<file path="config.mk">
export PLATFORM = sky130hd
export DESIGN_NAME = seven_seg_scanner
export DESIGN_NICKNAME = d
export VERILOG_FILES = /design/src/rtl/seven_seg_scanner.sv
export SDC_FILE = /design/constraint.sdc
export NUM_CORES = 1
export LEC_CHECK = 0
export BUFFER_PORTS_ARGS = -buffer_cell sky130_fd_sc_hd__buf_2
export CAP_MARGIN = 20
export CORE_MARGIN = 2
export CORE_UTILIZATION = 40
export DETAILED_ROUTE_END_ITERATION = 12
export SLEW_MARGIN = 25
export SYNTH_ARGS = -nofsm -noshare
export SYNTH_HDL_FRONTEND = slang
export SYNTH_SLANG_ARGS = --single-unit
</file>
<file path="constraint.sdc">
create_clock -name clock -period 4.3 [get_ports clock]
set_input_delay 1.075 -clock clock [delete_from_list [all_inputs] [get_ports clock]]
set_output_delay 1.075 -clock clock [all_outputs]
set_load 0.005 [all_outputs]
</file>
<file path="src/rtl/seven_seg_scanner.sv">
// seven_seg_scanner: time-multiplexed driver for up to 8 common-anode
// seven-segment digits. It uses a refresh prescaler, a blanking gap at the
// start of each digit slot, per-digit enables, decimal points and
// leading-zero suppression. Inputs are snapshotted once per frame so that a
// digit cannot change in the middle of a scan.
module seven_seg_scanner #(
    parameter int NUM_DIGITS   = 8,
    parameter int PRESCALE     = 100000,
    parameter int BLANK_CYCLES = 1000
) (
    input  logic                    clock,
    input  logic                    reset_n,
    input  logic [4*NUM_DIGITS-1:0] value,
    input  logic [NUM_DIGITS-1:0]   dp_in,
    input  logic [NUM_DIGITS-1:0]   digit_en,
    input  logic                    lz_blank,
    output logic [7:0]              anode,
    output logic [6:0]              cathode,
    output logic                    dp,
    output logic                    frame_tick
);

    localparam int TW = (PRESCALE > 1) ? $clog2(PRESCALE) : 1;
    localparam logic [TW-1:0] TICK_MAX  = TW'(PRESCALE - 1);
    localparam logic [TW-1:0] BLANK_END = TW'(BLANK_CYCLES);
    localparam logic [2:0]    IDX_MAX   = 3'(NUM_DIGITS - 1);

    // Slot phase: BLANK is the anti-ghosting gap, DRIVE lights the digit.
    typedef enum logic {
        ST_BLANK = 1'b0,
        ST_DRIVE = 1'b1
    } phase_t;

    phase_t                  state;
    logic [TW-1:0]           tick_cnt;
    logic [2:0]              idx;
    logic [4*NUM_DIGITS-1:0] shadow_value;
    logic [NUM_DIGITS-1:0]   shadow_dp;
    logic [NUM_DIGITS-1:0]   shadow_en;
    logic                    shadow_lz;

    logic                    tick_wrap;
    logic [TW-1:0]           tick_next;
    logic [2:0]              idx_wrap;
    logic                    snap;
    logic [NUM_DIGITS-1:0]   zero_from;
    logic [3:0]              cur_nibble;
    logic                    cur_en;
    logic                    cur_dp;
    logic                    cur_zero;
    logic                    shown;

    // Active-low cathode pattern (bit 0 = a ... bit 6 = g) for a hex nibble.
    function automatic logic [6:0] seg_decode(input logic [3:0] n);
        case (n)
            4'h0: seg_decode = 7'h40;
            4'h1: seg_decode = 7'h79;
            4'h2: seg_decode = 7'h24;
            4'h3: seg_decode = 7'h30;
            4'h4: seg_decode = 7'h19;
            4'h5: seg_decode = 7'h12;
            4'h6: seg_decode = 7'h02;
            4'h7: seg_decode = 7'h78;
            4'h8: seg_decode = 7'h00;
            4'h9: seg_decode = 7'h10;
            4'hA: seg_decode = 7'h08;
            4'hB: seg_decode = 7'h03;
            4'hC: seg_decode = 7'h46;
            4'hD: seg_decode = 7'h21;
            4'hE: seg_decode = 7'h06;
            default: seg_decode = 7'h0E;
        endcase
    endfunction

    // Counter arithmetic: next tick value, slot wrap and frame snapshot edge.
    always_comb begin
        tick_wrap = (tick_cnt == TICK_MAX);
        tick_next = tick_wrap ? '0 : tick_cnt + 1'b1;
        idx_wrap  = (idx == IDX_MAX) ? 3'd0 : idx + 3'd1;
        snap      = (tick_cnt == '0) && (idx == 3'd0);
    end

    // Select the current digit's shadow data and decide whether it is shown.
    always_comb begin
        // NOTE: every signal gets a default before the loops, so no path
        // leaves a value unassigned and no latch is inferred.
        zero_from  = '0;
        cur_nibble = 4'h0;
        cur_en     = 1'b0;
        cur_dp     = 1'b0;
        cur_zero   = 1'b0;
        // zero_from[i]: nibble i and every higher nibble are all zero.
        zero_from[NUM_DIGITS-1] = (shadow_value[4*NUM_DIGITS-1 -: 4] == 4'h0);
        for (int i = NUM_DIGITS - 2; i >= 0; i--) begin
            zero_from[i] = zero_from[i+1] && (shadow_value[4*i +: 4] == 4'h0);
        end
        for (int i = 0; i < NUM_DIGITS; i++) begin
            if (idx == 3'(i)) begin
                cur_nibble = shadow_value[4*i +: 4];
                cur_en     = shadow_en[i];
                cur_dp     = shadow_dp[i];
                cur_zero   = zero_from[i];
            end
        end
        // Digit 0 is never suppressed, so an all-zero value still shows "0".
        shown = cur_en && !(shadow_lz && (idx != 3'd0) && cur_zero);
    end

    // Slot counter, phase FSM, frame snapshot and registered display outputs.
    always_ff @(posedge clock) begin
        if (!reset_n) begin
            // NOTE: the shadow registers are few flops, not a memory, so they
            // are cleared with the rest of the state for a defined first frame.
            tick_cnt     <= '0;
            idx          <= 3'd0;
            state        <= ST_BLANK;
            shadow_value <= '0;
            shadow_dp    <= '0;
            shadow_en    <= '0;
            shadow_lz    <= 1'b0;
            anode        <= 8'hFF;
            cathode      <= 7'h7F;
            dp           <= 1'b1;
            frame_tick   <= 1'b0;
        end else begin
            // NOTE: non-blocking assignments so every decision below sees the
            // pre-edge counter and shadow values.
            tick_cnt   <= tick_next;
            idx        <= tick_wrap ? idx_wrap : idx;
            state      <= (tick_next < BLANK_END) ? ST_BLANK : ST_DRIVE;
            frame_tick <= snap;
            if (snap) begin
                shadow_value <= value;
                shadow_dp    <= dp_in;
                shadow_en    <= digit_en;
                shadow_lz    <= lz_blank;
            end
            case (state)
                ST_DRIVE: begin
                    if (shown) begin
                        anode   <= ~(8'h01 << idx);
                        cathode <= seg_decode(cur_nibble);
                        dp      <= ~cur_dp;
                    end else begin
                        anode   <= 8'hFF;
                        cathode <= 7'h7F;
                        dp      <= 1'b1;
                    end
                end
                default: begin
                    anode   <= 8'hFF;
                    cathode <= 7'h7F;
                    dp      <= 1'b1;
                end
            endcase
        end
    end

endmodule

</file>
# == Yosys cells after proc, flatten, opt, wreduce, memory -nomap -nowiden ==
# Memory sizes are Yosys's and may differ from the RTL's. A register that Yosys moved wholly into a read port is not among the register bits.
# Cells that the tools add are included.
# word_totals
elab_cells,85
memories,1
reg_bits,80
out_inout_bits,17
rom_bits,112
# classes
order_cmp,1
shift,1
eq_ne,8
n_addsub,2
n_reduce_logical,25
n_bitwise,2
mux,35
# mem_list
memory,depth,width,rd,rd_clocked_by_memory_dff,wr,line_no,text
(name not given),16,7,1,1,0,55,case (n)
# op_table
cell,count
4-bit zero test,8
4-bit 2-to-1 mux,8
1-bit 2-to-1 mux,25
"17-bit by 1-bit adder with 17-bit output, second input constant",1
"17-bit equality test, second input constant",1
17-bit zero test,1
"17-bit by 10-bit < comparator with 1-bit output, second input constant",1
17-bit 2-to-1 mux,1
"3-bit equality test, second input constant",4
1-bit logical AND,11
8-bit inverter,1
"1-bit by 3-bit left shift with 8-bit output, first input constant",1
"3-bit by 2-bit equality test with 1-bit output, second input constant",2
"3-bit by 1-bit adder with 3-bit output, second input constant",1
"3-bit by 1-bit equality test with 1-bit output, second input constant",1
3-bit zero test,1
3-bit 2-to-1 mux,1
3-bit AND reduction,1
3-bit nonzero test,1
1-bit zero test,2
1-bit inverter,1

# == Longest topological paths before layout ==
# Gate-level depths: netlist of the first run.
# logic_depth
word_depth,21
ltp_mapped,13
depth_no_buf,11

# == Worst setup path before layout of the first run ==
# OpenSTA, ideal clock, no wires.
# synth_timing
path_kind,flip-flop to flip-flop
from,reg idx[0]
to,reg cathode[3]
slack_ps,1524
required_ps,4168
setup_ps,132
path_stages_with_launch,14
arrival_time_ps,2644
path_buffers,2
synth_period_minus_slack_ps,2776
cell_sequence,dfxtp_1 > ha_1 > ha_1 > clkbuf_1 > buf_1 > nor3b_1 > o31ai_1 > a21oi_1 > o221ai_1 > inv_1 > ha_1 > o21ai_0 > o211ai_1 > o211ai_1
# synth_between
elab_chain_len,14
# synth_rtl
element,line_no,text
from (decl),36,logic [2:0] idx;
from (signal assigned),129,idx <= tick_wrap ? idx_wrap : idx;
3-bit zero test,98,if (idx == 3'(i)) begin
1-bit 2-to-1 mux (8 in series),98,
1-bit logical AND,106,shown = cur_en && !(shadow_lz && (idx != 3'd0) && cur_zero);
1-bit zero test,106,
1-bit logical AND,106,
3-bit AND reduction (no line),--,
1-bit zero test (no line),--,
to (decl),18,"output logic [6:0] cathode,"
# Parallel ways exist; a longest one is shown, timed or not.
# A chain may end at the register's enable or synchronous reset.

# == Worst setup path in the final report of the first run ==
# layout_timing
from,reg idx[0]
to,reg cathode[6]
# The elaborated chain is that of the path after synthesis.

==> out/results.tsv, run 1 <==
stage	metric	value	unit
outcome	run_status	completed	
timing	final.setup_skew	9.28	ps
critical_path	slowest_cp_cell	sky130_fd_sc_hd__ha_1	
timing	post-route-worst-setup-slack	1270	ps
clock_tree	number_of_hold_repair_buffers_added_at_the_cts_stage	0	
clock_tree	cts_sinks	87	
synthesis	synth_top_flop_cell	sky130_fd_sc_hd__dfxtp_1	
synthesis	synth_fp_nets	614	
critical_path	end_kind	register	
detailed_routing	vias	3864	
synthesis	async_reset_ff_share	0	%
detailed_routing	route.met2.wl	4.77	mm
placed_design	dpl_worst_slack	1290	ps
floorplan	floorplan.initialDensity	41.3	%
timing	worstMarginPinSlew	968	ps
floorplan	die_w	107	um
detailed_routing	viasPerCell	5.27	
floorplan	num_ports	68	
final_layout	layout_commonest_cell	sky130_fd_sc_hd__nand2_1	
clock_tree	postCtsResizedCells	0	
final_layout	area_growth	14.7	%
timing	rsz_0062_raised_after_global_routing	false	
power	comb_power_share	12.8	%
power	pwr-share-clk	37.2	%
synthesis	post_synth_instance_area	0.00426	sq mm
final_layout	mostFrequentLayoutCells	124 x sky130_fd_sc_hd__nand2_1, 87 x sky130_fd_sc_hd__dfxtp_1, 74 x sky130_fd_sc_hd__a21oi_1	
global_route	pin_count_of_the_biggest_net_entering_global_routing	60	
synthesis	ys_seq_elements	87	
clock_tree	ctsRootBufferMaster	sky130_fd_sc_hd__clkbuf_8	
clock_tree	cts_setup_buffers	0	
clock_tree	cts_tree	built	
power	pwr-share-seq	50.0	%
synthesis	synth_enable_flop_cells	0	
placed_design	portBuffers	67	
critical_path	worstPathCellList	inv_1 > ha_1 > a21oi_1 > a2111oi_0 > o22ai_1 > a21oi_1 > mux2i_1 > o221ai_1	
timing	report.final.slew_viol_count	0	
synthesis	synthDistinctLibCells	58	
clock_tree	clock_path_buffers	2	
synthesis	synth-warning-count	0	
timing	max-slew-margin-rel	35.4	%
critical_path	setup.reg_to_reg.worst_slack	1270	ps
global_route	wire_length_of_the_first_global_routing_pass	17.7	mm
synthesis	syn-mean-instance-area	7.76	sq um
global_route	grt_pass1_vias	3647	
global_route	groute.usage.overall	19.4	%
detailed_routing	drt-pass1-iter-count	4	
critical_path	worst-endpoint-arrival	3240	ps
power	internal-power	0.00133	W
timing	holdWs	454	ps
floorplan	dieHeight	107	um
global_route	globalRouteOverflowTotal	0	
critical_path	timing.critical_path.mode_cell	sky130_fd_sc_hd__a21oi_1	
placed_design	place_congestion	0.876	
worst_hold_path	min_from	shadow_lz	
critical_path	critical_path.max_stage_delay	670	ps
timing	totalNegativeSetupSlack	0	ps
clock_tree	h-tree-depth	3	
detailed_routing	detail_route.wl_per_cell	14.4	um
power	irDropWorstVdd	0.156	mV
final_layout	num-nets-final	658	
critical_path	criticalPathCategory	register to register	
timing	timing_hold_violations_final	0	
final_layout	num-fill-cells	1061	
clock_tree	insertion_delay	360	ps
timing	layout_min_cycle_time	3030	ps
detailed_routing	route.detailed.drc	0	
floorplan	total_die_area	0.0115	sq mm
timing	timing.final.crit_share	70.4	%
detailed_routing	met3RoutedLength	348	um
detailed_routing	top_layer	met4	
floorplan	core_area	0.0103	sq mm
worst_hold_path	hold-path-cell-count	2	
final_layout	multi_input_gate_area	0.00229	sq mm
detailed_routing	met1Wirelength	5.15	mm
global_route	grt_antenna_before_repair	0	
job	max-cap-violations	0	
timing	maxClockFrequency	0.330	GHz
floorplan	rows	37	
final_layout	seq_area	0.00174	sq mm
final_layout	post_route_cells_drive_above_1_share	15.9	%
critical_path	worstReg2RegStart	idx[0]	
power	powerDensity	365	mW/mm^2
power	net_switching_power	0.000456	W
critical_path	reg2regPathDepth	8	
final_layout	n_antenna_cell	0	
clock_tree	worst_setup_hold_path_clk_slew	80	ps
synthesis	syn-instance-count	549	
worst_hold_path	timing.hold.worst.class	register to register	
detailed_routing	drt_first_iter_violations	236	
synthesis	yosysSeqAreaShare	40.9	%
critical_path	critPathRequiredTime	4510	ps
detailed_routing	antenna_viol_nets_final	0	
worst_hold_path	hold_end	shadow_lz	
power	power.static_leakage	1.89	nW
placed_design	hpwl	7.59	mm
critical_path	r2r_end	cathode[6]	
detailed_routing	detail_route.wirelength	10.5	mm
power	power.share.switching	25.6	%
critical_path	critical_path.max_fanout	23	
clock_tree	tritoncts.num_buffers	9	
timing	report.final.setup_viol	0	
critical_path	crit_path_start_kind	register	
-- worst max-delay path by stage --
stage | startpoint | endpoint | slack (ps) | cells past startpoint
3_3_place_gp | idx[0] | cathode[3] | 1460 | 11
3_5_place_dp | idx[0] | cathode[3] | 1290 | 11
2_1_floorplan | idx[0] | cathode[3] | 1520 | 13
4_1_cts | idx[0] | cathode[3] | 1270 | 11
5_1_grt | idx[0] | cathode[3] | 950 | 11
6_report | idx[0] | cathode[6] | 1270 | 8
-- worst max-delay path, delay by kind of cell, from the launching register on --
kind / cells / cell delay [ps]
compound gates: 5 / 1490
buf+inv: 1 / 100
mux: 1 / 270
flops: 1 / 360
fa+ha+maj: 1 / 670
-- power groups by stage --
stage	Clock, W	Combinational, W	Sequential, W
after global routing	0.000717	0.000260	0.000897
after CTS	0.000680	0.000229	0.000890
final	0.000664	0.000227	0.000891
after global placement	0	0.000224	0.000908
after floorplan	0	0.000164	0.000893
after detailed placement	0	0.000228	0.000909
-- state kept, by name, summed over array words and instances (netlist names) --
name          flops
shadow_en         8
shadow_dp         8
dp                1
shadow_lz         1
anode             8
cathode           7
idx               3
state             1
shadow_value     32
tick_cnt         17
frame_tick        1
-- cells by family (layout without fill, tap and decap cells) --
group,after synthesis,after routing,share of synthesized area [%]
buffers and inverters,59,107,5.46
and+or+nand+nor,236,236,25.6
xor gates and xnor gates,16,16,3.29
muxes,6,6,1.41
AOI/OAI and AO/OA,131,131,19.3
adders and majority gates,14,14,4.11
DFF,87,87,40.9
-- routing by layer --
layer	GRT usage (%)	up-vias
met3	2.80	18
li1	-	1983
met5	0	-
met1	27.1	1788
met2	29.6	75
met4	8.44	0
-- synth_stat cells, types with 2 or more instances --
| library cell | n | area [sq um] |
|---|---|---|
| sky130_fd_sc_hd__a2111oi_0 | 4 | 35.0 |
| sky130_fd_sc_hd__a211oi_1 | 2 | 15.0 |
| sky130_fd_sc_hd__a21o_1 | 3 | 22.5 |
| sky130_fd_sc_hd__a21oi_1 | 74 | 370 |
| sky130_fd_sc_hd__a221oi_1 | 5 | 43.8 |
| sky130_fd_sc_hd__a31oi_1 | 2 | 12.5 |
| sky130_fd_sc_hd__a41oi_1 | 2 | 17.5 |
| sky130_fd_sc_hd__and2_1 | 2 | 12.5 |
| sky130_fd_sc_hd__and3_1 | 4 | 25.0 |
| sky130_fd_sc_hd__and4_1 | 3 | 26.3 |
| sky130_fd_sc_hd__buf_1 | 4 | 15.0 |
| sky130_fd_sc_hd__buf_2 | 3 | 15.0 |
| sky130_fd_sc_hd__clkbuf_1 | 33 | 124 |
| sky130_fd_sc_hd__dfxtp_1 | 87 | 1740 |
| sky130_fd_sc_hd__ha_1 | 14 | 175 |
| sky130_fd_sc_hd__inv_1 | 16 | 60.1 |
| sky130_fd_sc_hd__mux2i_1 | 6 | 60.1 |
| sky130_fd_sc_hd__nand2_1 | 124 | 465 |
| sky130_fd_sc_hd__nand2b_1 | 5 | 31.3 |
| sky130_fd_sc_hd__nand3_1 | 18 | 90.1 |
| sky130_fd_sc_hd__nand3b_1 | 3 | 22.5 |
| sky130_fd_sc_hd__nand4_1 | 6 | 37.5 |
| sky130_fd_sc_hd__nor2_1 | 33 | 124 |
| sky130_fd_sc_hd__nor2b_1 | 9 | 56.3 |
| sky130_fd_sc_hd__nor3_1 | 5 | 25.0 |
| sky130_fd_sc_hd__nor3b_1 | 6 | 45.0 |
| sky130_fd_sc_hd__nor4_1 | 8 | 50.1 |
| sky130_fd_sc_hd__o211ai_1 | 8 | 60.1 |
| sky130_fd_sc_hd__o21a_1 | 2 | 15.0 |
| sky130_fd_sc_hd__o21ai_0 | 5 | 25.0 |
| sky130_fd_sc_hd__o221ai_1 | 4 | 35.0 |
| sky130_fd_sc_hd__o311ai_0 | 3 | 26.3 |
| sky130_fd_sc_hd__o31ai_1 | 4 | 30.0 |
| sky130_fd_sc_hd__or3_1 | 3 | 18.8 |
| sky130_fd_sc_hd__or4_1 | 2 | 15.0 |
| sky130_fd_sc_hd__xnor2_1 | 7 | 61.3 |
| sky130_fd_sc_hd__xor2_1 | 9 | 78.8 |
-- stage by stage --
stage	cell area (sq um)	std cells	total power [W]	util, %
after detailed placement	4660	718	0.00114	45.1
after global placement	4660	718	0.00113	45.1
after floorplan	4260	549	0.00106	-
after CTS	4890	733	0.00180	47.3
final	4890	733	0.00178	47.3
after global routing	4890	733	0.00187	47.3
-- layout make-up --
type	instances	area share, %
Timing Repair Buffer	74	7.94
Multi-Input combinational cell	403	46.9
Inverter	18	1.38
Sequential cell	87	35.6
Tap cell	136	3.48
Clock inverter	4	1.95
Clock buffer	11	2.69
Note: power is estimated with default switching activity, not from simulation.
==> run 2: changes to the inputs <==
--- a/config.mk
+++ b/config.mk
@@ -5,6 +5,7 @@
 export SDC_FILE = /design/constraint.sdc
 export NUM_CORES = 1
 export LEC_CHECK = 0
+export ABC_AREA = 1
 export BUFFER_PORTS_ARGS = -buffer_cell sky130_fd_sc_hd__buf_2
 export CAP_MARGIN = 20
 export CORE_MARGIN = 2
==> constraint.sdc (replaced) <==
create_clock -name clock -period 2.92 [get_ports clock]
set_input_delay 0.73 -clock clock [delete_from_list [all_inputs] [get_ports clock]]
set_output_delay 0.73 -clock clock [all_outputs]
set_load 0.005 [all_outputs]
==> run 2 against run 1 <==
Net effect:
- routed wire length is 1.3% higher
- sequential cell count stayed put
- worst hold slack worse by 2.1 ps
- largest power group unchanged
==> out/results.tsv, run 2 <==
stage	metric	value	unit	change
clock_tree	postCtsResizedCells	0		unchanged
critical_path	worst-endpoint-arrival	2810	ps	-430 ps
clock_tree	h-tree-depth	3		unchanged
timing	maxClockFrequency	0.389	GHz	+18%
timing	report.final.setup_viol	0		unchanged
timing	timing_hold_violations_final	0		unchanged
global_route	pin_count_of_the_biggest_net_entering_global_routing	40		-33%
final_layout	utilization	47.5	%	+0.20 points
timing	rsz_0062_raised_after_global_routing	false		
floorplan	floorplan.initialDensity	41.2	%	about the same
critical_path	criticalPathCategory	register to register		
outcome	run_status	completed		
clock_tree	cts_setup_buffers	0		unchanged
final_layout	n_antenna_cell	0		unchanged
synthesis	syn-mean-instance-area	6.94	sq um	-11%
detailed_routing	route.detailed.drc	0		unchanged
detailed_routing	detail_route.wl_per_cell	13.0	um	-9.3%
timing	timing.final.crit_share	88.1	%	+18 points
clock_tree	worst_setup_hold_path_clk_slew	80	ps	about the same
detailed_routing	detail_route.wirelength	10.7	mm	+1.3%
clock_tree	clock_path_buffers	2		unchanged
final_layout	post_route_cells_drive_above_1_share	14.8	%	-1.1 points
critical_path	worstPathCellList	inv_2 > ha_1 > inv_1 > nand3_1 > nand2_1 > nand2_1 > nand2_1 > nand2_1 > nand2_1 > inv_1 > ha_1 > inv_1 > nand3_1 > nand3_1 > nand2_1 > inv_1 > nand2_1		
synthesis	syn-instance-count	616		+12%
critical_path	critPathRequiredTime	3160	ps	-1350 ps
clock_tree	number_of_hold_repair_buffers_added_at_the_cts_stage	0		unchanged
global_route	globalRouteOverflowTotal	0		unchanged
final_layout	num-fill-cells	1108		+4.4%
power	power.share.switching	27.7	%	+2.1 points
placed_design	hpwl	8.28	mm	+9.1%
detailed_routing	viasPerCell	4.92		-6.6%
worst_hold_path	timing.hold.worst.class	register to register		
global_route	grt_antenna_before_repair	0		unchanged
final_layout	seq_area	0.00174	sq mm	unchanged
critical_path	slowest_cp_cell	sky130_fd_sc_hd__dfxtp_1		
timing	report.final.slew_viol_count	0		unchanged
detailed_routing	vias	4033		+4.4%
synthesis	post-synth-top-count-cell	sky130_fd_sc_hd__nand2_1		
floorplan	num_ports	68		unchanged
synthesis	synth_largest_area_cell	sky130_fd_sc_hd__dfxtp_1		
clock_tree	cts_sinks	87		unchanged
synthesis	synth.cells.most_frequent	110 x sky130_fd_sc_hd__nand2_1, 99 x sky130_fd_sc_hd__inv_1, 87 x sky130_fd_sc_hd__dfxtp_1, 74 x sky130_fd_sc_hd__o21ai_0, 65 x sky130_fd_sc_hd__a21oi_1		
final_layout	finalInstanceArea	0.00493	sq mm	+0.87%
synthesis	synthDistinctLibCells	31		-47%
critical_path	timing.critical_path.mode_cell	sky130_fd_sc_hd__nand2_1		
detailed_routing	drt-pass1-iter-count	5		+1
synthesis	synth-warning-count	0		unchanged
placed_design	dpl-instance-area	0.00473	sq mm	+1.5%
critical_path	critical_path.max_fanout	9		-61%
synthesis	synth_top_area_share	40.7	%	-0.14 points
detailed_routing	antenna_viol_nets_final	0		unchanged
timing	max-slew-margin-rel	64.8	%	+29 points
floorplan	dieHeight	107	um	+0.17%
synthesis	yosysSeqAreaShare	40.7	%	-0.14 points
clock_tree	ctsRootBufferMaster	sky130_fd_sc_hd__clkbuf_8		
timing	worstMarginPinSlew	528	ps	-440 ps
final_layout	multi_input_gate_area	0.00206	sq mm	-10%
final_layout	num-nets-final	744		+13%
power	pwr-share-clk	32.8	%	-4.4 points
job	max-cap-violations	0		unchanged
placed_design	portBuffers	67		unchanged
placed_design	place_congestion	0.949		+8.3%
floorplan	total_die_area	0.0115	sq mm	+0.34%
final_layout	registers.top_by_ff_count	shadow_value		
final_layout	layout_commonest_cell	sky130_fd_sc_hd__nand2_1		
synthesis	synth_enable_flop_cells	0		unchanged
clock_tree	cts_tree	built		
final_layout	largest_register_ff_count	32		unchanged
power	internal-power	0.00186	W	+40%
power	irDropWorstVdd	0.245	mV	+57%
power	net_switching_power	0.000713	W	+56%
final_layout	area_growth	15.2	%	
global_route	grt_pass1_vias	3922		+7.5%
final_layout	layout_top_registers	shadow_value (32), tick_cnt (17)		
power	power	0.00257	W	+44%
clock_tree	insertion_delay	370	ps	about the same
critical_path	crit_path_start_kind	register		
synthesis	synth_top_flop_cell	sky130_fd_sc_hd__dfxtp_1		
critical_path	end_kind	register		
timing	layout_min_cycle_time	2570	ps	-457 ps
global_route	groute.usage.overall	20.2	%	+0.83 points
floorplan	core_area	0.0104	sq mm	+0.45%
detailed_routing	drt_first_iter_violations	251		+6.4%
global_route	wire_length_of_the_first_global_routing_pass	18.3	mm	+3.4%
power	comb_power_share	15.6	%	+2.8 points
clock_tree	tritoncts.num_buffers	9		unchanged
synthesis	post_synth_instance_area	0.00428	sq mm	+0.35%
floorplan	rows	37		unchanged
synthesis	async_reset_ff_share	0	%	unchanged
timing	final.setup_skew	9.92	ps	+0.636 ps
timing	totalNegativeSetupSlack	0	ps	unchanged
final_layout	mostFrequentLayoutCells	110 x sky130_fd_sc_hd__nand2_1, 99 x sky130_fd_sc_hd__inv_1, 87 x sky130_fd_sc_hd__dfxtp_1		
synthesis	synth.top_cells.by_area	sky130_fd_sc_hd__dfxtp_1 41%, sky130_fd_sc_hd__nand2_1 9.7%, sky130_fd_sc_hd__inv_1 8.7%		
power	power.static_leakage	2.17	nW	+15%
synthesis	ys_seq_elements	87		unchanged
critical_path	critical_path.max_stage_delay	530	ps	-140 ps
power	powerDensity	522	mW/mm^2	+43%
floorplan	die_w	107	um	+0.17%
power	pwr-share-seq	51.6	%	+1.6 points
synthesis	synth_fp_nets	681		+11%
[run 2: cell count changes after synthesis, sizes merged, moves of 6 or more]
cell	change
o211ai	-7
inv	+85
xnor2	-6
nor2	+21
nand2	-9
clkbuf	-19
nor2b	-9
o21ai	+70
a21oi	-9
nand3	+14
mux2i	-6
[run 2: cell families (layout without fill, tap and decap cells)]
family | count (synthesis) | in the layout | share of synthesized area, %
AO/OA/AOI/OAI | 147 | 147 | 17.8
XOR/XNOR | 7 | 7 | 1.43
adder cells (fa/ha/maj) | 14 | 14 | 4.10
buffers and inverters | 122 | 189 | 11.1
flip-flops | 87 | 87 | 40.7
AND/OR/NAND/NOR | 239 | 239 | 24.8
[run 2: area by class of cell]
cell class | count | share of cell area (%)
Sequential cell | 87 | 35.3
Clock inverter | 3 | 0.863
Inverter | 102 | 7.77
Clock buffer | 12 | 3.15
Timing Repair Buffer | 72 | 7.57
Multi-Input combinational cell | 407 | 41.9
Tap cell | 136 | 3.45
[run 2: path summary, 6_finish.rpt]
| check | slack [ps] | from | cells past startpoint | to |
|---|---|---|---|---|
| worst min register to register | 450 | shadow_dp[1] | 2 | shadow_dp[1] |
| worst min-delay path | 450 | shadow_dp[1] | 2 | shadow_dp[1] |
| worst max-delay path | 350 | idx[2] | 17 | cathode[3] |
| worst max register to register | 350 | idx[2] | 17 | cathode[3] |
[run 2: worst max-delay path, delay by kind of cell (launching register included)]
family	cells	cell delay, ps
flops	1	530
simple gates	10	780
buf+inv	5	600
fa+ha+maj	2	520
[run 2: power by group through the flow]
stage / sequential (W) / clock [W] / combinational, W
floorplan: 0.00134 / 0 / 0.000287
global placement: 0.00135 / 0 / 0.000398
detailed placement: 0.00136 / 0 / 0.000405
CTS: 0.00133 / 0.000872 / 0.000406
global route: 0.00134 / 0.000916 / 0.000471
finish: 0.00133 / 0.000844 / 0.000402
[run 2: through the flow]
stage,hold slack (ps),setup WS (ps),std cells
floorplan,420,723,616
global placement,440,493,804
detailed placement,442,379,804
CTS,454,359,819
global route,475,5.48,819
finish,452,348,819
[run 2: metal layers]
| metal | GRT usage, % | up-vias | routed length (um) |
|---|---|---|---|
| li1 | - | 2114 | - |
| met1 | 24.7 | 1811 | 4780 |
| met2 | 34.8 | 86 | 5210 |
| met3 | 5.45 | 22 | 481 |
| met4 | 5.77 | 0 | 199 |
| met5 | 0 | - | 0 |
